==> src/rtl/nibble_add_sched_pkg.sv <==
// -----------------------------------------------------------------------------
// nibble_add_sched_pkg
// Shared definitions for the nibble-serial add scheduler.
//   state_e  : scheduler FSM encoding (IDLE / ADD / DONE)
//   ID_REQ*  : requester identifiers carried on resp_id
//   NIB_W    : width of the shared adder slice
// -----------------------------------------------------------------------------
package nibble_add_sched_pkg;

   localparam int NIB_W = 4;

   typedef enum logic [1:0] {
      ST_IDLE = 2'd0,
      ST_ADD  = 2'd1,
      ST_DONE = 2'd2
   } state_e;

   localparam logic ID_REQ0 = 1'b0;
   localparam logic ID_REQ1 = 1'b1;

endpackage

==> src/rtl/nibble_adder.sv <==
// -----------------------------------------------------------------------------
// nibble_adder
// Combinational NIB_W-bit adder with carry in/out; the single arithmetic
// resource that the scheduler time-shares between requesters.
// Ports:
//   a, b  in  NIB_W  operand slices
//   cin   in  1      carry-in
//   s     out NIB_W  sum slice
//   cout  out 1      carry-out
// -----------------------------------------------------------------------------
module nibble_adder
   import nibble_add_sched_pkg::*;
(
   input  logic [NIB_W-1:0] a,
   input  logic [NIB_W-1:0] b,
   input  logic             cin,
   output logic [NIB_W-1:0] s,
   output logic             cout
);

   logic [NIB_W:0] total;

   always_comb begin
      total = {1'b0, a} + {1'b0, b} + {{NIB_W{1'b0}}, cin};
   end

   assign s    = total[NIB_W-1:0];
   assign cout = total[NIB_W];

endmodule

==> src/rtl/nibble_add_sched.sv <==
// -----------------------------------------------------------------------------
// nibble_add_sched
// Round-robin scheduler that runs WIDTH-bit additions from two requesters
// through one shared 4-bit adder, one nibble per cycle, LSB nibble first.
// Ports:
//   clk, rst_n                  clock, asynchronous active-low reset
//   reqN_valid / reqN_ready     request handshake for requester N (0,1)
//   reqN_a, reqN_b, reqN_cin    operands, sampled only on acceptance
//   resp_valid / resp_ready     response handshake
//   resp_sum, resp_cout         (A+B+cin) mod 2^WIDTH and its carry-out
//   resp_id                     requester that issued the result
// -----------------------------------------------------------------------------
module nibble_add_sched
   import nibble_add_sched_pkg::*;
#(
   parameter int WIDTH = 16,
   parameter int NIB   = WIDTH / 4
) (
   input  logic             clk,
   input  logic             rst_n,
   input  logic             req0_valid,
   output logic             req0_ready,
   input  logic [WIDTH-1:0] req0_a,
   input  logic [WIDTH-1:0] req0_b,
   input  logic             req0_cin,
   input  logic             req1_valid,
   output logic             req1_ready,
   input  logic [WIDTH-1:0] req1_a,
   input  logic [WIDTH-1:0] req1_b,
   input  logic             req1_cin,
   output logic             resp_valid,
   input  logic             resp_ready,
   output logic [WIDTH-1:0] resp_sum,
   output logic             resp_cout,
   output logic             resp_id
);

   localparam int                IDX_W    = (NIB > 1) ? $clog2(NIB) : 1;
   localparam logic [IDX_W-1:0]  LAST_IDX = IDX_W'(NIB - 1);

   state_e             state_q;
   logic [IDX_W-1:0]   idx_q;
   logic [IDX_W-1:0]   idx_d;
   logic               carry_q;
   logic [WIDTH-1:0]   a_q;
   logic [WIDTH-1:0]   b_q;
   logic [WIDTH-1:0]   sum_q;
   logic [WIDTH-1:0]   sum_d;
   logic               cout_q;
   logic               id_q;
   logic               last_grant_q;
   logic               resp_valid_q;

   logic               grant0;
   logic               grant1;
   logic               xfer0;
   logic               xfer1;
   logic [NIB_W-1:0]   nib_a;
   logic [NIB_W-1:0]   nib_b;
   logic [NIB_W-1:0]   nib_s;
   logic               nib_cout;

   // Round-robin: a lone requester always wins; under contention the one
   // that did not win last time goes next.
   always_comb begin
      grant0 = req0_valid && (!req1_valid || (last_grant_q == ID_REQ1));
      grant1 = req1_valid && (!req0_valid || (last_grant_q == ID_REQ0));
   end

   // Gated by rst_n so readys drop the moment reset is asserted, even while
   // a requester keeps valid high.
   assign req0_ready = rst_n && (state_q == ST_IDLE) && grant0;
   assign req1_ready = rst_n && (state_q == ST_IDLE) && grant1;
   assign xfer0      = req0_valid && req0_ready;
   assign xfer1      = req1_valid && req1_ready;

   // Slice selection for the current nibble step and its write-back.
   always_comb begin
      nib_a = a_q[int'(idx_q)*NIB_W +: NIB_W];
      nib_b = b_q[int'(idx_q)*NIB_W +: NIB_W];
      idx_d = idx_q + 1'b1;
      sum_d = sum_q;
      sum_d[int'(idx_q)*NIB_W +: NIB_W] = nib_s;
   end

   nibble_adder u_nibble_adder (
      .a    (nib_a),
      .b    (nib_b),
      .cin  (carry_q),
      .s    (nib_s),
      .cout (nib_cout)
   );

   always_ff @(posedge clk or negedge rst_n) begin
      if (!rst_n) begin
         state_q      <= ST_IDLE;
         idx_q        <= '0;
         carry_q      <= 1'b0;
         a_q          <= '0;
         b_q          <= '0;
         sum_q        <= '0;
         cout_q       <= 1'b0;
         id_q         <= ID_REQ0;
         last_grant_q <= ID_REQ1;
         resp_valid_q <= 1'b0;
      end else begin
         case (state_q)
            ST_IDLE: begin
               if (xfer0 || xfer1) begin
                  a_q          <= xfer1 ? req1_a : req0_a;
                  b_q          <= xfer1 ? req1_b : req0_b;
                  carry_q      <= xfer1 ? req1_cin : req0_cin;
                  id_q         <= xfer1 ? ID_REQ1 : ID_REQ0;
                  last_grant_q <= xfer1 ? ID_REQ1 : ID_REQ0;
                  idx_q        <= '0;
                  state_q      <= ST_ADD;
               end
            end
            ST_ADD: begin
               sum_q   <= sum_d;
               carry_q <= nib_cout;
               idx_q   <= idx_d;
               if (idx_q == LAST_IDX) begin
                  cout_q       <= nib_cout;
                  resp_valid_q <= 1'b1;
                  state_q      <= ST_DONE;
               end
            end
            ST_DONE: begin
               if (resp_ready) begin
                  resp_valid_q <= 1'b0;
                  state_q      <= ST_IDLE;
               end
            end
            default: begin
               state_q <= ST_IDLE;
            end
         endcase
      end
   end

   assign resp_valid = resp_valid_q;
   assign resp_sum   = sum_q;
   assign resp_cout  = cout_q;
   assign resp_id    = id_q;

endmodule

==> config.mk <==
export PLATFORM = sky130hd
export DESIGN_NAME = nibble_add_sched
export DESIGN_NICKNAME = d
export VERILOG_FILES = /design/src/rtl/nibble_add_sched_pkg.sv /design/src/rtl/nibble_adder.sv /design/src/rtl/nibble_add_sched.sv
export SDC_FILE = /design/constraint.sdc
export NUM_CORES = 1
export LEC_CHECK = 0
export ABC_CLOCK_PERIOD_IN_PS = 5600
export CORE_MARGIN = 10
export CORE_UTILIZATION = 40
export CTS_CLUSTER_DIAMETER = 150
export CTS_CLUSTER_SIZE = 14
export DETAILED_ROUTE_END_ITERATION = 12
export PLACE_DENSITY = 0.78
export SYNTH_ARGS = -nofsm -noshare
export SYNTH_HDL_FRONTEND = slang
export SYNTH_SLANG_ARGS = --single-unit
==> constraint.sdc <==
create_clock -name clk -period 5.6 [get_ports clk]
set_input_delay 0.56 -clock clk [delete_from_list [all_inputs] [get_ports clk]]
set_output_delay 0.56 -clock clk [all_outputs]
set_load 0.02 [all_outputs]
Word level (Yosys, flattened, before mapping)
Cells that the tools add are included.
{"block": "classes", "n_bitwise": 1, "muxes": 16, "n_shift": 4, "n_addsub": 4, "reduce_logical": 20, "eq_ne": 6}
{"operator": "4-bit negator with 33-bit output", "count": 1}
{"operator": "4-bit by 33-bit variable shift with 16-bit output, first input constant", "count": 1}
{"operator": "4-bit by 33-bit variable part select with 16-bit output", "count": 1}
{"operator": "16-bit two-way mux", "count": 2}
{"operator": "16-bit by 5-bit variable part select with 4-bit output", "count": 2}
{"operator": "16-bit bitwise mux", "count": 1}
{"operator": "2-bit two-way mux", "count": 4}
{"operator": "1-bit logical AND", "count": 7}
{"operator": "2-bit one-hot mux with 3 select lines", "count": 1}
{"operator": "2-bit AND reduction", "count": 3}
{"operator": "3-bit AND reduction", "count": 2}
{"operator": "4-bit by 4-bit adder with 5-bit output", "count": 1}
{"operator": "5-bit by 1-bit adder with 5-bit output", "count": 1}
{"operator": "1-bit two-way mux", "count": 5}
{"operator": "2-bit == test, second input constant", "count": 2}
{"operator": "2-bit inequality test, second input constant", "count": 2}
{"operator": "1-bit one-hot mux with 2 select lines", "count": 2}
{"operator": "2-bit one-hot mux with 2 select lines", "count": 1}
{"operator": "2-bit nonzero test", "count": 2}
{"operator": "1-bit logical OR", "count": 3}
{"operator": "2-bit by 1-bit adder with 2-bit output, second input constant", "count": 1}
{"operator": "2-bit by 1-bit == test with 1-bit output, second input constant", "count": 1}
{"operator": "1-bit zero test", "count": 2}
{"operator": "2-bit zero test", "count": 1}
{"operator": "other kinds (2)", "count": 2}
{"block": "totals", "register_bits": 57, "word_cells": 61, "input_bits": 71, "output_inout_bits": 21}

Logic depth before layout (Yosys ltp)
{"block": "depth", "depth_word": 8, "depth_mapped": 8, "mapped_depth_nobuf": 7}

By module
Synthesis repeated with hierarchy kept, for this count alone.
{"block": "unflattened", "hier_cells": 315, "hier_area_um2": 3258.1}
{"module": "nibble_add_sched", "area_each_um2": 3114.2, "cells_each": 299, "n_inst": 1, "seq_area_each_um2": 1427.6}
{"module": "nibble_adder", "area_each_um2": 143.9, "cells_each": 16, "n_inst": 1, "seq_area_each_um2": 0.0}

Least setup slack after synthesis
No wires, ideal clock.
{"block": "synth_path", "kind": "reg2reg", "startpoint": "register idx_q[0]", "endpoint": "register carry_q", "slack_ps": 2777, "arrival_ps": 2703, "required_ps": 5480, "stages_incl_launch_ff": 9, "setup_ps": 120, "n_path_buf": 1, "period_less_slack_ps": 2823, "path_cell_list": "dfrtp_1 > buf_2 > mux4_2 > fa_1 > fa_1 > a21o_1 > a21oi_1 > a21oi_1 > a31o_2"}
{"block": "synth_between", "elab_chain_cells": 4, "elab_cells_between_ends": 5, "classes_between": "2 x add/sub; 2 x shift; 1 x mux"}
{"item": "start, declared", "line_no": "nibble_add_sched.sv:42", "rtl": "logic [IDX_W-1:0] idx_q;"}
{"item": "start signal, assigned", "line_no": "nibble_add_sched.sv:122", "rtl": "idx_q <= idx_d;"}
{"item": "16-bit by 5-bit variable part select with 4-bit output (on tied branches)", "line_no": "nibble_add_sched.sv:79, nibble_add_sched.sv:80"}
{"item": "4-bit by 4-bit adder with 5-bit output *", "line_no": "nibble_adder.sv:24", "rtl": "total = {1'b0, a} + {1'b0, b} + {{NIB_W{1'b0}}, cin};"}
{"item": "5-bit by 1-bit adder with 5-bit output *", "line_no": "nibble_adder.sv:24"}
{"item": "1-bit one-hot mux with 2 select lines *", "line_no": "nibble_add_sched.sv:107", "rtl": "case (state_q)"}
{"item": "end signal, assigned", "line_no": "nibble_add_sched.sv:112", "rtl": "carry_q <= xfer1 ? req1_cin : req0_cin;"}
{"item": "end signal, assigned", "line_no": "nibble_add_sched.sv:121", "rtl": "carry_q <= nib_cout;"}
{"item": "end, declared", "line_no": "nibble_add_sched.sv:44", "rtl": "logic carry_q;"}
Every way passes the cells marked *; elsewhere a longest branch is shown, timed or not.
A chain may end at the register's enable or synchronous reset.

Final worst setup path
{"block": "layout_path", "startpoint": "input port rst_n", "endpoint": "output port req1_ready"}
{"block": "layout_between", "elab_chain_cells": 2}
{"item": "start, declared", "line_no": "nibble_add_sched.sv:20", "rtl": "input logic rst_n,"}
{"item": "1-bit logical AND (2 in a row)", "line_no": "nibble_add_sched.sv:73", "rtl": "assign req1_ready = rst_n && (state_q == ST_IDLE) && grant1;"}
{"item": "end, declared", "line_no": "nibble_add_sched.sv:27", "rtl": "output logic req1_ready,"}
No other way between the ends.

==> flow_metrics.py <==
metrics = {
    "outcome": {
        "status": "complete, no violations",
    },
    "timing": {
        "fmax_ghz": 0.272,
        "rsz0062_at_grt": "no",
        "tns_ps": 0,
        "relSlewSlack_pct": 51.6,
        "setup_viol": 0,
        "final_max_slew_viol_count": 0,
        "period_share_pct": 65.6,
        "worst_pin_slew_ps": 726,
        "period_minus_slack_ps": 3680,
        "final_hold_viol_count": 0,
        "clock_skew_ps": 9.53,
    },
    "pwr": {
        "irDropWorstVdd_mv": 0.411,
        "p_leak_nw": 1.73,
        "power_density_nw_per_um2": 555,
        "p_total_mw": 2.20,
    },
    "yosys": {
        "synthTopCellsByArea": "dfrtp_1 (49%), a21oi_1 (12%), nand2_1 (6.7%)",
        "synthFlopType": "dfrtp_1",
        "syn_area_per_cell_um2": 9.69,
        "yosysTopAreaCellShare_pct": 49.2,
        "synth_edf_count": 0,
        "synthesis.nets": 376,
        "synth_warnings": 0,
        "async_reset_ff_share_pct": 100,
        "ys_seq_area_share_pct": 50.1,
        "synthDistinctLibCells": 28,
        "syn_inst": 294,
        "ys_seq_elements": 57,
        "synth_most_common_cell": "a21oi_1",
        "syn-cell-area_um2": 2850,
        "synth_top_area_cell": "dfrtp_1",
        "synthTopCellsByCount": "a21oi_1 (69), dfrtp_1 (56), nand2_1 (51)",
    },
    "worst_setup_path": {
        "crit_top_cell": "buf_4",
        "cp_cell_sequence": "buf_2 -> buf_4 -> nor3b_2 -> nand3_1 -> buf_4 -> inv_2 -> clkdlybuf4s50_1",
        "worstReg2RegEnd": "carry_q",
        "start_kind": "input port",
        "rr_startpoint": "idx_q[0]",
        "worstPathMaxFanout": 58,
        "cpMaxStageDelayCell": "clkdlybuf4s50_1",
        "endpoint": "req1_ready",
        "end_kind": "output port",
        "r2r_cells": 7,
        "slowest_delay_ps": 730,
        "r2r_setup_slack_ps": 2470,
        "critical_path_required_ps": 5040,
        "startpoint": "rst_n",
        "crit_type": "input port to output port",
        "arrival_ps": 3120,
    },
    "die": {
        "dieArea_um2": 10900,
        "coreArea_um2": 6870,
        "io_pins": 92,
        "start_util_pct": 41.5,
        "dieHeight_um": 104,
        "die_w_um": 104,
        "rows": 30,
    },
    "clocking": {
        "cts_sinks": 57,
        "cts_tree": "done",
        "cts_buffer_depth": 2,
        "postCtsHoldBufs": 0,
        "clk_pin_slew_ps": 60,
        "clock_latency_ps": 330,
        "numCtsBuffers": 9,
        "root_buffer": "clkbuf_8",
        "post_cts_buffers": 0,
        "htreeDepth": 3,
        "ctsResizeCount": 0,
    },
    "grt": {
        "overflow": 0,
        "grt_pass1_wl_mm": 12.8,
        "antenna_found_initial": 0,
        "met1_usage_pct": 15.4,
        "met3_usage_pct": 6.69,
        "top_usage_layer": "met2",
        "grt_max_degree": 59,
        "grt_pass1_vias": 2702,
        "grtUsageMet2_pct": 23.8,
        "grt_usage_pct": 14.1,
    },
    "placement": {
        "numPortBuffers": 91,
        "gp_routability_congestion": 0.767,
        "placed_cells": 467,
        "post-dp-hpwl_mm": 5.78,
        "place_area_um2": 3790,
    },
    "detailed_routing": {
        "viasPerCell": 5.07,
        "vias": 2450,
        "wire_per_inst_um": 15.8,
        "drcViolationCount": 0,
        "drtAntennaViolNets": 0,
        "drt_iter0_markers": 166,
        "drt-total-wl_mm": 7.61,
        "first_pass_iters": 4,
    },
    "layout": {
        "final_area_um2": 3960,
        "fin_util_pct": 57.7,
        "fin_cells": 483,
        "fin_nets": 464,
        "drive_gt1_share_pct": 8.01,
        "insertedDiodeCount": 0,
        "area_growth_pct": 38.9,
    },
    "job": {
        "cap_violations": 0,
    },
    "worst_hold_path": {
        "hp-class": "input port to async pin",
    },
}
==> final cells by class <==
type	count	area, µm²
Timing Repair Buffer	94	928
Sequential cell	57	1430
Multi-Input combinational cell	214	1300
Clock buffer	12	145
Clock inverter	4	20.0
Fill cell	594	2910
Tap cell	96	120
Inverter	6	22.5
==> placed cells by master (no fill, tap or decap), types with 2 or more instances in the layout <==
cell type | Yosys | final
nand3_1 | 4 | 4
mux4_2 | 8 | 8
inv_2 | 2 | 2
fa_1 | 2 | 2
xnor2_1 | 2 | 2
o21ai_0 | 2 | 2
o31ai_1 | 5 | 5
a22o_1 | 12 | 12
or3_1 | 2 | 2
nand2_1 | 51 | 51
a21oi_1 | 69 | 69
dfrtp_1 | 56 | 56
ha_1 | 9 | 9
buf_4 | 5 | 3
inv_1 | 4 | 4
nor2_1 | 38 | 38
clkbuf_1 | 0 | 2
clkdlybuf4s50_1 | 0 | 90
a21o_1 | 2 | 2
clkbuf_8 | 0 | 10
clkinv_2 | 0 | 4
==> layer usage <==
layer  wire length, µm  share of wire, %
met3               598               7.9
met5                 0                 0
met4                70              0.92
met1              3100                41
met2              3840                50
==> where the power goes <==
part	total [mW]	internal [mW]	switching (mW)
clock network	0.324	0.170	0.155
logic	1.13	0.515	0.617
registers	0.742	0.602	0.140
==> logic make-up after synthesis <==
family / after synthesis / share of synthesized area [%]
flip-flops: 57 / 50.1
multiplexers: 8 / 6.32
buffers and inverters: 23 / 4.43
adder cells (fa/ha/maj): 11 / 5.36
AND/OR/NAND/NOR: 99 / 14.0
AO/OA/AOI/OAI: 94 / 19.2
XOR/XNOR: 2 / 0.615
==> through the flow <==
stage,setup slack (ps),hold WS (ps)
floorplan,2780,264
global placement,1970,455
detailed placement,1890,461
CTS,1880,380
global route,1650,413
finish,1920,360
==> worst min-delay path by stage <==
stage	slack, ps	end	from	cells after the start
after floorplan	260	a_q[0]	rst_n	0
after global placement	450	last_grant_q	last_grant_q	2
after CTS	380	resp_sum[6]	rst_n	2
final	360	resp_sum[13]	rst_n	2
after global routing	410	resp_sum[6]	rst_n	2
after detailed placement	460	last_grant_q	last_grant_q	2
==> critical path: cells and delay by family <==
| kind | cells | cell delay, ps |
|---|---|---|
| buf+inv | 5 | 2090 |
| simple gates | 2 | 410 |
==> registers in the layout, summed over array words and instances (netlist names) <==
signal / flops
carry_q: 1
last_grant_q: 1
idx_q: 2
resp_sum: 16
resp_id: 1
state_q: 2
resp_valid: 1
b_q: 16
resp_cout: 1
a_q: 16
Power figures use the tool's default switching activity.
